===== config.mk =====
export PLATFORM = sky130hd
export DESIGN_NAME = timer_sequencer_flat
export DESIGN_NICKNAME = d
export VERILOG_FILES = /design/src/rtl/timer_sequencer_if.sv /design/src/rtl/timer_sequencer.sv /design/src/flat_wrapper.sv
export SDC_FILE = /design/constraint.sdc
export NUM_CORES = 1
export LEC_CHECK = 0
export CORE_ASPECT_RATIO = 0.7
export CORE_MARGIN = 5
export CORE_UTILIZATION = 40
export CTS_CLUSTER_SIZE = 10
export DETAILED_ROUTE_END_ITERATION = 8
export GPL_TIMING_DRIVEN = 0
export PLACE_DENSITY = 0.68
export REMOVE_ABC_BUFFERS = 1
export SETUP_SLACK_MARGIN = 0.5
export SLEW_MARGIN = 15
export SYNTH_ARGS = -nofsm -noshare
export SYNTH_HDL_FRONTEND = slang
export SYNTH_SLANG_ARGS = --single-unit

===== constraint.sdc =====
create_clock -name clk -period 7.1 [get_ports clk]
set_input_delay 1.065 -clock clk [delete_from_list [all_inputs] [get_ports clk]]
set_output_delay 1.065 -clock clk [all_outputs]
set_load 0.005 [all_outputs]

===== src/rtl/timer_sequencer_if.sv =====
// Control/table bus between a software or FSM master and the timer sequencer.
interface timer_sequencer_if #(
    parameter int unsigned WIDTH = 8,
    parameter int unsigned DEPTH = 4
);
    localparam int unsigned AW = $clog2(DEPTH);

    logic             wr_en;
    logic [AW-1:0]    wr_addr;
    logic [WIDTH-1:0] wr_data;
    logic [AW:0]      seq_len;
    logic             loop_en;
    logic             start;
    logic             stop;
    logic             timer_done;
    logic [WIDTH-1:0] load_value;
    logic             reload;
    logic             busy;
    logic [AW-1:0]    seg_idx;
    logic             wrap;
    logic             seq_done;

    modport master (
        output wr_en, wr_addr, wr_data, seq_len, loop_en, start, stop, timer_done,
        input  load_value, reload, busy, seg_idx, wrap, seq_done
    );

    modport slave (
        input  wr_en, wr_addr, wr_data, seq_len, loop_en, start, stop, timer_done,
        output load_value, reload, busy, seg_idx, wrap, seq_done
    );
endinterface


===== src/rtl/timer_sequencer.sv =====
// Steps an auto-reload timer through a table of periods: one reload per segment,
// advancing on each timer_done, with one-shot, looping and abort behaviour.
module timer_sequencer #(
    parameter int unsigned WIDTH = 8,
    parameter int unsigned DEPTH = 4
) (
    input  logic              clk,
    input  logic              rst,
    timer_sequencer_if.slave  bus
);
    localparam int unsigned AW = $clog2(DEPTH);
    localparam int unsigned LW = AW + 1;

    typedef enum logic [1:0] {
        S_IDLE = 2'd0,
        S_LOAD = 2'd1,
        S_WAIT = 2'd2
    } state_t;

    state_t           state_q, state_d;
    logic [AW-1:0]    idx_q, idx_d;
    logic [LW-1:0]    len_q, len_d;
    logic [WIDTH-1:0] load_q, load_d;
    logic             reload_q, reload_d;
    logic             busy_q, busy_d;
    logic             wrap_q, wrap_d;
    logic             done_q, done_d;
    logic [WIDTH-1:0] tbl [DEPTH];

    // Period table; writable in every state, read only when entering LOAD.
    always_ff @(posedge clk or posedge rst) begin
        if (rst) begin
            for (int unsigned i = 0; i < DEPTH; i++) begin
                tbl[i] <= '0;
            end
        end else if (bus.wr_en) begin
            tbl[bus.wr_addr] <= bus.wr_data;
        end
    end

    always_ff @(posedge clk or posedge rst) begin
        if (rst) begin
            state_q  <= S_IDLE;
            idx_q    <= '0;
            len_q    <= '0;
            load_q   <= '0;
            reload_q <= 1'b0;
            busy_q   <= 1'b0;
            wrap_q   <= 1'b0;
            done_q   <= 1'b0;
        end else begin
            state_q  <= state_d;
            idx_q    <= idx_d;
            len_q    <= len_d;
            load_q   <= load_d;
            reload_q <= reload_d;
            busy_q   <= busy_d;
            wrap_q   <= wrap_d;
            done_q   <= done_d;
        end
    end

    // Next state; all outputs are registered from the values computed here.
    always_comb begin
        state_d  = state_q;
        idx_d    = idx_q;
        len_d    = len_q;
        load_d   = load_q;
        reload_d = 1'b0;
        wrap_d   = 1'b0;
        done_d   = 1'b0;

        case (state_q)
            S_IDLE: begin
                if (bus.start && !bus.stop && (bus.seq_len != '0) &&
                    (bus.seq_len <= LW'(DEPTH))) begin
                    len_d   = bus.seq_len;
                    idx_d   = '0;
                    state_d = S_LOAD;
                end
            end
            S_LOAD: begin
                state_d = bus.stop ? S_IDLE : S_WAIT;
            end
            S_WAIT: begin
                // stop takes priority over a coincident timer_done
                if (bus.stop) begin
                    state_d = S_IDLE;
                end else if (bus.timer_done) begin
                    if ((LW'(idx_q) + LW'(1)) < len_q) begin
                        idx_d   = idx_q + AW'(1);
                        state_d = S_LOAD;
                    end else if (bus.loop_en) begin
                        idx_d   = '0;
                        wrap_d  = 1'b1;
                        state_d = S_LOAD;
                    end else begin
                        done_d  = 1'b1;
                        state_d = S_IDLE;
                    end
                end
            end
            default: begin
                state_d = S_IDLE;
            end
        endcase

        // Present the period in the same cycle as its reload strobe.
        if (state_d == S_LOAD) begin
            reload_d = 1'b1;
            load_d   = tbl[idx_d];
        end
        busy_d = (state_d != S_IDLE);
    end

    assign bus.load_value = load_q;
    assign bus.reload     = reload_q;
    assign bus.busy       = busy_q;
    assign bus.seg_idx    = idx_q;
    assign bus.wrap       = wrap_q;
    assign bus.seq_done   = done_q;

endmodule


===== src/flat_wrapper.sv =====
// flat-port wrapper written by rule: the top's interface ports become plain ports
module timer_sequencer_flat 
#(
    parameter int unsigned WIDTH = 8,
    parameter int unsigned DEPTH = 4
)
  (clk, rst, bus_wr_en, bus_wr_addr, bus_wr_data, bus_seq_len, bus_loop_en, bus_start, bus_stop, bus_timer_done, bus_load_value, bus_reload, bus_busy, bus_seg_idx, bus_wrap, bus_seq_done);
  timer_sequencer_if #(.WIDTH(WIDTH), .DEPTH(DEPTH)) bus_i ();
  input  logic clk;
  input  logic rst;
  input wire logic [$bits(bus_i.wr_en)-1:0] bus_wr_en;
  input wire logic [$bits(bus_i.wr_addr)-1:0] bus_wr_addr;
  input wire logic [$bits(bus_i.wr_data)-1:0] bus_wr_data;
  input wire logic [$bits(bus_i.seq_len)-1:0] bus_seq_len;
  input wire logic [$bits(bus_i.loop_en)-1:0] bus_loop_en;
  input wire logic [$bits(bus_i.start)-1:0] bus_start;
  input wire logic [$bits(bus_i.stop)-1:0] bus_stop;
  input wire logic [$bits(bus_i.timer_done)-1:0] bus_timer_done;
  output wire logic [$bits(bus_i.load_value)-1:0] bus_load_value;
  output wire logic [$bits(bus_i.reload)-1:0] bus_reload;
  output wire logic [$bits(bus_i.busy)-1:0] bus_busy;
  output wire logic [$bits(bus_i.seg_idx)-1:0] bus_seg_idx;
  output wire logic [$bits(bus_i.wrap)-1:0] bus_wrap;
  output wire logic [$bits(bus_i.seq_done)-1:0] bus_seq_done;
  assign bus_i.wr_en = bus_wr_en;
  assign bus_i.wr_addr = bus_wr_addr;
  assign bus_i.wr_data = bus_wr_data;
  assign bus_i.seq_len = bus_seq_len;
  assign bus_i.loop_en = bus_loop_en;
  assign bus_i.start = bus_start;
  assign bus_i.stop = bus_stop;
  assign bus_i.timer_done = bus_timer_done;
  assign bus_load_value = bus_i.load_value;
  assign bus_reload = bus_i.reload;
  assign bus_busy = bus_i.busy;
  assign bus_seg_idx = bus_i.seg_idx;
  assign bus_wrap = bus_i.wrap;
  assign bus_seq_done = bus_i.seq_done;
  timer_sequencer #(.WIDTH(WIDTH), .DEPTH(DEPTH)) u_core (.clk(clk), .rst(rst), .bus(bus_i));
endmodule

---- Word level (Yosys, flattened, before mapping) ----
Index checks and enable logic that the tools add are counted.
word-level totals
  register bits after elaboration ......... 51
  memory bits (writable) .................. 0
  input port bits ......................... 20
  latch bits .............................. 0
  word-level logic and storage cells ...... 63
  memories kept ........................... 0
  memory bits (read-only) ................. 0
cells by class
  div/mod/pow operators ................... 0
  multiplexer cells ....................... 30
  add/subtract/negate cells ............... 2
  magnitude comparators ................... 5
  equality and inequality tests ........... 3
  shift-type cells ........................ 0
  bitwise gates (word level) .............. 2
  reduce and logical (&&, ||, !) cells .... 9
  multiply operators ...................... 0
operator list
  kind                 count
  $bwmux 32            1
  $mux 8               3
  $mux 2               10
  $bmux 8 s2           1
  $demux 8 s2          1
  $mux 1               12
  $ge 3x3->1 const B   2
  $not 2->3            2
  $pmux 2 s3           1
  $eq 2x1->1 const B   2
  $logic_and 1x1->1    4
  $pmux 2 s2           1
  $add 2x1->3 const B  1
  $le 3x3->1 const B   1
  $lt 3x1->1 const B   1
  $lt 3x3->1           1
  $reduce_bool 3->1    1
  $add 2x1->2 const B  1
  $eq 2x2->1 const B   1
  $logic_not 2->1      1
  $reduce_and 2->1     1
  $reduce_bool 2->1    1
  $logic_not 1->1      1

---- Depth between registers and ports, before layout ----
  depth in word-level cells ............... 10
  depth in mapped cells ................... 8
  depth with buffers taken out ............ 7

---- Worst setup path before layout ----
Ideal clock, no wire load.
  path type ............................... input port to flip-flop
  start ................................... input bus_seq_len[1]
  end ..................................... register u_core.load_q[0], in the netlist u_core.bus.load_value[0]
  required time ........................... 6,962 ps
  slack ................................... 4,514 ps
  arrival ................................. 2,448 ps
  stages on the path ...................... 7
  setup time .............................. 138 ps
  cells stage by stage .................... or3_1 -> and3_4 -> buf_2 -> or3_1 -> clkbuf_1 -> o32ai_1 -> a221oi_1
on the way
  word-level cells in the longest chain between the ends .. 9
  elaborated cells on any way between the ends .. 13
  classes of those cells .................. order compare: 1; eq/ne: 1; mux: 7; bitwise: 1; reduce/logical: 3
ends and longest elaborated chain
  what                                                line                    text
  start: declaration                                  flat_wrapper.sv:14      input wire logic [$bits(bus_i.seq_len)-1:0] bus_seq_len;
  branches (longest 2 deep; another with $le 3x3->1)  n/a
  $logic_and 1x1->1 *                                 timer_sequencer.sv:75   if (bus.start && !bus.stop && (bus.seq_len != '0) &&
  $mux 2                                              timer_sequencer.sv:75
  $pmux 2 s2                                          timer_sequencer.sv:73   case (state_q)
  $not 2->3 (not written as such)                     timer_sequencer.sv:111  load_d = tbl[idx_d];
  $bmux 8 s2                                          timer_sequencer.sv:111
  $mux 8 (not written as such) (2 in series)          timer_sequencer.sv:111
  end signal: assignment                              timer_sequencer.sv:55   load_q <= load_d;
  end: declaration                                    timer_sequencer.sv:23   logic [WIDTH-1:0] load_q, load_d;
Every way passes the cells marked *. The select of a mux whose other input is x is not followed.
A chain may end at the register's enable or synchronous reset.

---- Worst setup path in the final report ----
  start ................................... input bus_seq_len[1]
  end ..................................... register u_core.load_q[7], in the netlist u_core.bus.load_value[7]
The elaborated chain is that of the path after synthesis.

==> metrics <==
status completed; post-synthesis cell type count 33; Remaining DRCs 0; ys flop type dfrtp_1; initial DRC count 50; CP required about 7.3 ns; synthesized area per cell 13.6 um2; Final Hold Slack just over 0.5 ns; worst-path maximum fanout 20; vias in the first global route 1514; Post-CTS Setup Inserts 0; GRT Total Usage 13.7%; Mapped Area between 2000 and 2500 um2; post-synthesis simple-gate area fraction 8.53%; clock slew at reported path FFs ~0.090 ns; crit end category flop; drt pass-1 iters 4; fillcell total 479; Die ar. 7230 um2; post_cts resized 0; Mapped Cells 165; WL/cell 16.2 um; Synth Area in Compound Gates 9.31%; post-synthesis mux area share 21.0%; initial antenna violation count 0; largest net degree at the start of global routing 34; Post-synth ARST share between 90% and 100%; share of cells above drive strength 1 22.9%; Leakage Power 0.00114 uW; GR Overflow Total 0; combinational family with the most area after synthesis multiplexers; first-pass GRT wire length 7.53 mm; RSZ-0062 raised after global routing no; Synth Area in Adders 1.67%; Critical Path AT 3.76 ns; pre-CTS setup slack between 3 and 4 ns; sequential area share after synthesis 56.9%; Final HPWL DP 3.04 mm; H-Tree Level Count 2; Post-Synth XOR/XNOR Area 0%; CTS Buf Count 5; CP Class input port to flop; worst min-delay path class flop to flop; post-route ant nets 0; Vias between 1000 and 1500; worst slew pin tran 0.970 ns; synth warn 0; post-layout util 51.7%; final hold vios 0; CTS tree yes; max-slew violations 0; fin nets 224; Die Ht 72.7 um; PwrDens 262 nW/um2; # clock sinks 51; setup TNS 0 ns; Starting Density 42.0%; row cnt 22; Diodes inserted 0; Buffers on Ports 33; Core Area around 5300 um2; Seq cells post-synth between 50 and 60; Max Freq 281 MHz; Placer Congestion just over 0.7; final setup fails 0; clock latency on the worst-skew pair 0.30 ns; Min Clock Period, post-route about 3.6 ns; total wire length ~4.4 mm; Max Buffers Root-to-Sink 2; crit path launch type input port; final period utilization 50.1%; Max-slew headroom 34.8%; clk_skew 0.00843 ns; Ports 34; setup ws final 3.54 ns; max_cap viols 0; Clock Root Buffer clkbuf_8; floorplan die width 99.5 um; Area Growth Syn to Fin 23.0%; number of flops mapped to enable cells by yosys 0; via/cell ratio 5.23; CTS Hold Buffers Added 0; Final Power 723 uW; Worst VDD drop 0.111 mV
-- critical path: stages --
cell and delay (ns):
clkdlybuf4s50_1 0.45, or3_1 0.39, and3_4 0.26, nor4_4 0.88, nor2_1 0.34, a221oi_1 0.37
-- power breakdown --
| part | switching, uW | leakage (uW) | internal, uW |
|---|---|---|---|
| registers | 30.2 | 0.000613 | 347 |
| logic | 58.3 | 0.000476 | 97.4 |
| clock network | 87.2 | 0.0000513 | 103 |
-- per-stage QoR --
step | instances | instance area, um2
after floorplan | 160 | 2220
after global placement | 265 | 2640
after detailed placement | 266 | 2660
after CTS | 273 | 2760
after global routing | 273 | 2760
final | 273 | 2760
-- cells in the mapped netlist (all sizes together), types with 5 or more instances --
cell type,number,share of area (%)
nand2,5,0.84
mux2i,10,4.5
o32ai,8,3.1
inv,8,1.3
mux2,33,17
dfrtp,51,57
a221oi,5,2.0
-- sequential cells by signal (all words and copies together), names as in the netlist --
signal,cells
u_core.tbl,32
u_core.bus.busy,1
u_core.bus.seg_idx,2
u_core.state_q,2
u_core.bus.load_value,8
u_core.len_q,3
u_core.bus.seq_done,1
u_core.bus.wrap,1
u_core.bus.reload,1
-- layout by cell type, fill, tap and decap left out, types with 3 or more instances in the layout --
cell             instances
dfrtp_1                 51
ha_1                     3
nand2_1                  5
inv_1                    7
mux2_2                  33
a211oi_1                 3
o21ai_0                  3
mux2i_1                 10
clkbuf_8                 5
a221oi_1                 5
nor2_1                   3
a21oi_1                  3
o32ai_1                  8
or3_1                    3
nor3_1                   3
clkdlybuf4s50_1         33
-- layer usage --
layer	up-vias	share of wire, %	track usage, %
met2	18	47	21.7
met4	0	1.6	5.61
li1	690	-	-
met3	6	3.2	3.63
met1	715	48	18.0
met5	-	0	0
-- cells by family after synthesis --
group | Yosys count
and+or+nand+nor | 28
adders and majority gates | 3
muxes | 43
DFF | 51
buffers and inverters | 13
AOI/OAI and AO/OA | 27
-- final timing paths --
| kind | cells after the start | slack, ns | start | endpoint |
|---|---|---|---|---|
| hold reg to reg | 1 | 0.51 | u_core.tbl[30] | u_core.tbl[30] |
| setup / recovery | 6 | 3.54 | bus_seq_len[1] | u_core.bus.load_value[7] |
| setup reg to reg | 7 | 3.96 | u_core.bus.seg_idx[0] | u_core.bus.load_value[7] |
| max in group asynchronous | 3 | 5.52 | rst | u_core.tbl[8] |
| hold / removal | 1 | 0.51 | u_core.tbl[30] | u_core.tbl[30] |
| min in group asynchronous | 2 | 1.07 | rst | u_core.bus.load_value[4] |
-- cell type report --
cell class | instances | area (um2) | share of cell area (%)
clock inverters | 1 | 30.0 | 1.09
well taps | 72 | 90.1 | 3.27
repair buffers | 34 | 350 | 12.7
inverters | 8 | 30.0 | 1.09
clock buffers | 6 | 72.6 | 2.63
multi-input cells | 101 | 910 | 33.0
flip-flops and latches | 51 | 1280 | 46.3
No activity file was read; power rests on OpenSTA's default activity.
